## src/rtl/inst_fetch_pkg.sv

```systemverilog
// rtl/inst_fetch_pkg.sv - shared constants and state encoding for the fetch stage
package inst_fetch_pkg;

  localparam int DEFAULT_ADDR_W = 32;
  localparam int DEFAULT_INST_W = 32;

  localparam logic [31:0] DEFAULT_RESET_PC = 32'h0000_0000;
  localparam logic [31:0] NOP_WORD         = 32'h0000_0000;

  localparam logic CHIP_ENABLE  = 1'b1;
  localparam logic CHIP_DISABLE = 1'b0;

  typedef enum logic [1:0] {
    IDLE = 2'd0,
    RUN  = 2'd1,
    PEND = 2'd2
  } fetch_state_t;

endpackage

```

## src/rtl/inst_fetch_if.sv

```systemverilog
// rtl/inst_fetch_if.sv - instruction ROM bus between fetch stage and memory
interface inst_fetch_if #(
  parameter int ADDR_W = 32,
  parameter int INST_W = 32
);

  logic              rom_ce;
  logic [ADDR_W-1:0] rom_addr;
  logic [INST_W-1:0] rom_inst;

  modport master (
    output rom_ce,
    output rom_addr,
    input  rom_inst
  );

  modport slave (
    input  rom_ce,
    input  rom_addr,
    output rom_inst
  );

endinterface

```

## src/rtl/inst_fetch_if_id_reg.sv

```systemverilog
// rtl/inst_fetch_if_id_reg.sv - IF/ID pipeline register with flush, hold and bubble
module inst_fetch_if_id_reg
  import inst_fetch_pkg::*;
#(
  parameter int ADDR_W = DEFAULT_ADDR_W,
  parameter int INST_W = DEFAULT_INST_W
) (
  input  logic              clk,
  input  logic              rst,
  input  logic              flush,
  input  logic              stall_if,
  input  logic              stall_id,
  input  logic [ADDR_W-1:0] fetch_pc,
  input  logic [INST_W-1:0] fetch_inst,
  input  logic              fetch_valid,
  output logic [ADDR_W-1:0] id_pc,
  output logic [INST_W-1:0] id_inst,
  output logic              id_valid
);

  // Flush clears, a stalled ID holds (also covers stall_id without stall_if),
  // a stalled IF alone inserts a bubble, otherwise capture the fetched word.
  always_ff @(posedge clk) begin
    if (!rst || flush) begin
      id_pc    <= '0;
      id_inst  <= INST_W'(NOP_WORD);
      id_valid <= 1'b0;
    end else if (stall_id) begin
      id_pc    <= id_pc;
      id_inst  <= id_inst;
      id_valid <= id_valid;
    end else if (stall_if) begin
      id_pc    <= '0;
      id_inst  <= INST_W'(NOP_WORD);
      id_valid <= 1'b0;
    end else begin
      id_pc    <= fetch_pc;
      id_inst  <= fetch_inst;
      id_valid <= fetch_valid;
    end
  end

endmodule

```

## src/rtl/inst_fetch.sv

```systemverilog
// rtl/inst_fetch.sv - PC owner, redirect FSM and ROM fetch initiator
module inst_fetch
  import inst_fetch_pkg::*;
#(
  parameter int              ADDR_W   = DEFAULT_ADDR_W,
  parameter int              INST_W   = DEFAULT_INST_W,
  parameter logic [ADDR_W-1:0] RESET_PC = ADDR_W'(DEFAULT_RESET_PC)
) (
  input  logic              clk,
  input  logic              rst,
  input  logic              stall_if,
  input  logic              stall_id,
  input  logic              flush,
  input  logic [ADDR_W-1:0] new_pc,
  input  logic              branch_flag,
  input  logic [ADDR_W-1:0] branch_target,
  inst_fetch_if.master      rom,
  output logic [ADDR_W-1:0] id_pc,
  output logic [INST_W-1:0] id_inst,
  output logic              id_valid
);

  fetch_state_t      state;
  logic [ADDR_W-1:0] pc;
  logic [ADDR_W-1:0] pend_target;
  logic              ce;
  logic              stall;

  // stall_id alone is an illegal controller vector; fold it into a PC hold.
  assign stall = stall_if | stall_id;

  assign rom.rom_ce   = ce;
  assign rom.rom_addr = pc;

  // Fetch FSM: PC sequencing, deferred branch redirect and exception flush.
  always_ff @(posedge clk) begin
    if (!rst) begin
      state       <= IDLE;
      pc          <= RESET_PC;
      pend_target <= '0;
      ce          <= CHIP_DISABLE;
    end else if (flush) begin
      state       <= RUN;
      pc          <= new_pc;
      pend_target <= '0;
      ce          <= CHIP_ENABLE;
    end else begin
      case (state)
        IDLE: begin
          state <= RUN;
          ce    <= CHIP_ENABLE;
        end
        RUN, PEND: begin
          ce <= CHIP_ENABLE;
          if (stall) begin
            // A branch seen while stalled is remembered; a newer one replaces it.
            if (branch_flag) begin
              state       <= PEND;
              pend_target <= branch_target;
            end
          end else if (state == PEND) begin
            state <= RUN;
            pc    <= pend_target;
          end else if (branch_flag) begin
            pc <= branch_target;
          end else begin
            pc <= pc + ADDR_W'(4);
          end
        end
        default: begin
          state <= IDLE;
          ce    <= CHIP_DISABLE;
        end
      endcase
    end
  end

  inst_fetch_if_id_reg #(
    .ADDR_W (ADDR_W),
    .INST_W (INST_W)
  ) u_if_id_reg (
    .clk         (clk),
    .rst         (rst),
    .flush       (flush),
    .stall_if    (stall_if),
    .stall_id    (stall_id),
    .fetch_pc    (pc),
    .fetch_inst  (rom.rom_inst),
    .fetch_valid (ce),
    .id_pc       (id_pc),
    .id_inst     (id_inst),
    .id_valid    (id_valid)
  );

endmodule

```

## src/flat_wrapper.sv

```systemverilog
// flat-port wrapper written by rule: the top's interface ports become plain ports
module inst_fetch_flat import inst_fetch_pkg::*;
#(
  parameter int              ADDR_W   = DEFAULT_ADDR_W,
  parameter int              INST_W   = DEFAULT_INST_W,
  parameter logic [ADDR_W-1:0] RESET_PC = ADDR_W'(DEFAULT_RESET_PC)
)
  (clk, rst, stall_if, stall_id, flush, new_pc, branch_flag, branch_target, id_pc, id_inst, id_valid, rom_rom_ce, rom_rom_addr, rom_rom_inst);
  inst_fetch_if #(.ADDR_W(ADDR_W), .INST_W(INST_W)) rom_i ();
  input  logic clk;
  input  logic rst;
  input  logic stall_if;
  input  logic stall_id;
  input  logic flush;
  input  logic [ADDR_W-1:0] new_pc;
  input  logic branch_flag;
  input  logic [ADDR_W-1:0] branch_target;
  output logic [ADDR_W-1:0] id_pc;
  output logic [INST_W-1:0] id_inst;
  output logic id_valid;
  output wire logic [$bits(rom_i.rom_ce)-1:0] rom_rom_ce;
  output wire logic [$bits(rom_i.rom_addr)-1:0] rom_rom_addr;
  input wire logic [$bits(rom_i.rom_inst)-1:0] rom_rom_inst;
  assign rom_rom_ce = rom_i.rom_ce;
  assign rom_rom_addr = rom_i.rom_addr;
  assign rom_i.rom_inst = rom_rom_inst;
  inst_fetch #(.ADDR_W(ADDR_W), .INST_W(INST_W), .RESET_PC(RESET_PC)) u_core (.clk(clk), .rst(rst), .stall_if(stall_if), .stall_id(stall_id), .flush(flush), .new_pc(new_pc), .branch_flag(branch_flag), .branch_target(branch_target), .rom(rom_i), .id_pc(id_pc), .id_inst(id_inst), .id_valid(id_valid));
endmodule
```

## config.mk

```make
export PLATFORM = sky130hd
export DESIGN_NAME = inst_fetch_flat
export DESIGN_NICKNAME = d
export VERILOG_FILES = /design/src/rtl/inst_fetch_pkg.sv /design/src/rtl/inst_fetch_if.sv /design/src/rtl/inst_fetch_if_id_reg.sv /design/src/rtl/inst_fetch.sv /design/src/flat_wrapper.sv
export SDC_FILE = /design/constraint.sdc
export NUM_CORES = 1
export LEC_CHECK = 0
export CAP_MARGIN = 25
export CORE_UTILIZATION = 47
export CTS_CLUSTER_DIAMETER = 50
export DETAILED_ROUTE_END_ITERATION = 6
export PLACE_DENSITY_LB_ADDON = 0.12
export REMOVE_ABC_BUFFERS = 1
export SETUP_SLACK_MARGIN = 0.1
export SLEW_MARGIN = 20
export SYNTH_ARGS = -nofsm -noshare
export SYNTH_HDL_FRONTEND = slang
export SYNTH_SLANG_ARGS = --single-unit
```

## constraint.sdc

```tcl
create_clock -name clk -period 2.45 [get_ports clk]
set_input_delay 0.245 -clock clk [delete_from_list [all_inputs] [get_ports clk]]
set_output_delay 0.245 -clock clk [all_outputs]
set_load 0.005 [all_outputs]
```

==> flow_summary_export.csv <==
group,metric,value,unit
outcome,status,"completed",
global_route,number_of_antenna_violations_at_the_first_check_in_global_routing,0,
clock_network,clk_root_buffer_cell,"clkbuf_16",
clock_network,cts.clk_slew.worst_paths,0.05,ns
place,place_inst,1119,
pwr,cellLeakagePower,3.19,nW
final_layout,layout.filler_cells,1048,
timing,report.final.setup_viol,0,
global_route,grt_max_degree,101,
timing,hold_ws,0.405,ns
timing,finalHoldViolations,0,
final_layout,final_cell_count_no_fill,1151,
worst_setup_path,setup.worst_path.start_class,"register",
clock_network,clock_insertion_delay_worst_skew,0.42,ns
global_route,grt_util_all_layers,31.2,%
worst_setup_path,cp-end-kind,"register",
floorplan,die_width,117,um
detailed_routing,viasPerCell,5.90,
synthesis,ys_seq_elements,132,
synthesis,postSynth.asyncResetShare,0,%
final_layout,layout-area-overhead-vs-synth,45.7,%
synthesis,postSynthAreaPerCell,8.00,um^2
synthesis,synthFlopType,"dfxtp_1",
clock_network,tritoncts_num_sinks,132,
timing,fin_tns_setup,0,ns
detailed_routing,vias,6791,
clock_network,cts.repair_timing.setup_buffer_count,0,
floorplan,die-area,0.0136,mm^2
job,maxCapViolations,0,
pwr,powerDensity,607,mW/mm^2
global_route,grt.met1_usage,36.0,%
final_layout,diodes,0,
synthesis,seq_area_frac_synth,42.7,%
floorplan,die_y,117,um
clock_network,hold_buffers,0,
worst_setup_path,cp.arrival,2.49,ns
timing,clock-skew-final,0.00836,ns
synthesis,yosysTopAreaCell,"dfxtp_1",
global_route,met3_layer_usage_reported_by_global_route,7.84,%
synthesis,most_area_consuming_cells_after_synthesis,"dfxtp_1 43%, a22oi_1 7.9%, nand2_1 7.2%",
worst_setup_path,timing.reg2reg.worst_path_depth,8,
min_path,holdPathStages,3,
clock_network,cts_tree,"yes",
detailed_routing,drt.antenna.violating_nets,0,
timing,fin_crit_sh,89.4,%
detailed_routing,drt-wirelength-per-cell,18.4,um
final_layout,post_route_cells_drive_above_1_share,8.89,%
place,globalplace.congestion,0.888,
timing,slew_headroom,52.9,%
floorplan,ioPinCount,200,
synthesis,synth_edf_count,0,
worst_setup_path,critical_path.max_fanout,13,
timing,fin_ws,0.259,ns
worst_setup_path,crit_chain,"inv_1 > ha_1 > or3b_1 > buf_4 > a2111o_1 > o221ai_1 > mux2_4 > a21oi_2",
clock_network,clk_path_buf_depth,2,
place,place.detailed.hpwl,14600,um
detailed_routing,detailedRoute.firstIterationViolations,536,
worst_setup_path,crit_required,2.74,ns
timing,maxSlewViolCount,0,
min_path,min_delay_path_class,"in -> reg",
clock_network,clock_tree.htree_level_count,4,
clock_network,post_cts.resized_instances,0,
synthesis,synthesis.instances,774,
timing,max_slew.worst_pin.slew,0.706,ns
worst_setup_path,cpPeakStageDelay,0.41,ns
detailed_routing,wirelength,21200,um
pwr,post-layout-total-power,5.47,mW
timing,peak_freq,456,MHz
place,port-buffer-count,199,
global_route,busiest_layer,"met2",
place,detailedPlace.worstSlack,0.223,ns
synthesis,synth-warning-count,0,
clock_network,numCtsBuffers,17,
synthesis,netlist-cell-type-count,65,
global_route,first_pass_grt_wire_length,32300,um
global_route,number_of_global_route_vias_before_repair,6488,
floorplan,core.rowCount,41,
global_route,grt-ovfl-total,0,
detailed_routing,remaining_drc_errors,0,
global_route,global_route.usage.met2,52.3,%
detailed_routing,detail_route.first_pass.iterations,7,
timing,rsz_0062_raised_after_global_routing,"false",
pwr,power.ir.vdd_worst,0.403,mV
floorplan,start_util,48.7,%
timing,post-route-min-period,2.19,ns
worst_setup_path,crit_path_top_delay_cell,"a2111o_1",
final_layout,design.final.nets,1073,
synthesis,syn-cell-area,0.00619,mm^2
synthesis,yosys.area.top_type_share,42.7,%
worst_setup_path,worstSetupPathType,"reg -> reg",
floorplan,coreArea,0.0127,mm^2
[logic make-up (layout without fill, tap and decap cells)]
kind of cell | count (synthesis) | after routing | share of synthesized area (%)
buffers and inverters | 75 | 280 | 4.99
muxes | 16 | 16 | 2.73
and+or+nand+nor | 301 | 301 | 22.0
AOI/OAI and AO/OA | 238 | 238 | 25.6
DFF | 132 | 132 | 42.7
xor gates and xnor gates | 7 | 7 | 0.991
adders and majority gates | 5 | 5 | 1.01
[critical path, delay by kind of cell, from the launching register on]
family                   cells  cell delay, ns
flip-flops                   1            0.37
AND/OR/NAND/NOR              1            0.38
multiplexers                 1            0.18
adder cells (fa/ha/maj)      1            0.30
buffers and inverters        2            0.31
AO/OA/AOI/OAI                3            0.52
[routing by layer]
| metal | wire, um | vias to the layer above |
|---|---|---|
| met5 | 0 | - |
| met4 | 729 | 0 |
| met3 | 2170 | 60 |
| met2 | 9980 | 380 |
| met1 | 8340 | 3162 |
| li1 | - | 3189 |
[state kept, by name, indices dropped and copies added (netlist names)]
register / flops
u_core.pend_target: 32
u_core.rom.rom_addr: 32
u_core.u_if_id_reg.id_inst: 32
u_core.u_if_id_reg.id_pc: 32
u_core.state: 2
u_core.rom.rom_ce: 1
u_core.u_if_id_reg.id_valid: 1
[worst paths after layout]
kind	start	to	slack (ns)
worst max-delay path	u_core.state[0]$_SDFFE_PN0P_	u_core.rom.rom_addr[28]$_SDFFE_PN0P_	0.26
worst min-delay path	new_pc[1]	u_core.rom.rom_addr[1]$_SDFFE_PN0P_	0.40
worst max register to register	u_core.state[0]$_SDFFE_PN0P_	u_core.rom.rom_addr[28]$_SDFFE_PN0P_	0.26
worst min register to register	u_core.pend_target[9]$_SDFFE_PP0P_	u_core.pend_target[9]$_SDFFE_PP0P_	0.45
[cell type report]
cell class	instances	area, um^2	share of cell area, %
inverters	9	33.8	0.375
repair buffers	239	2320	25.7
flip-flops and latches	132	2640	29.3
multi-input cells	567	3260	36.1
clock inverters	9	80.1	0.888
well taps	172	215	2.39
clock buffers	23	468	5.19
[cells in the final DEF (no fill, tap or decap), types with 5 or more instances in the layout]
cell             synthesis  routed
nor2_1                  99      98
a22oi_1                 65      65
and4_1                   6       6
a211oi_1                 7       7
mux2i_1                 12      12
clkbuf_16                0      17
nand2_1                118     118
clkinv_2                 0       5
inv_1                    6       6
and2_1                   8       8
o211ai_1                10      10
dfxtp_1                132     132
ha_1                     5       5
a311oi_1                 8       8
o22ai_1                  8       8
and3_1                   7       7
clkdlybuf4s50_1          0     197
o21ai_0                 33      33
a31oi_1                  5       5
nor3_1                   7       7
nand2b_1                 6       5
a21oi_1                 64      64
nand3_1                 22      22
nand4_1                 11      11
buf_4                    2      37
[Yosys cell counts, types with 6 or more instances]
master / number
a211oi_1: 7
a21oi_1: 64
a22oi_1: 65
a311oi_1: 8
and2_1: 8
and3_1: 7
and4_1: 6
buf_2: 10
clkbuf_1: 48
dfxtp_1: 132
inv_1: 6
mux2i_1: 12
nand2_1: 118
nand2b_1: 6
nand3_1: 22
nand4_1: 11
nor2_1: 99
nor3_1: 7
o211ai_1: 10
o21ai_0: 33
o22ai_1: 8
[per-stage QoR]
step / area [um^2] / utilization (%)
floorplan: 5910 / -
global placement: 8470 / 66.6
detailed placement: 8470 / 66.6
CTS: 9020 / 70.9
global route: 9020 / 70.9
finish: 9020 / 70.9
[power breakdown]
| group | internal [mW] | switching [mW] |
|---|---|---|
| clock | 1.44 | 0.912 |
| combinational | 0.423 | 0.391 |
| sequential | 2.22 | 0.0875 |
| total | 4.08 | 1.39 |
Note: power is estimated with default switching activity, not from simulation.
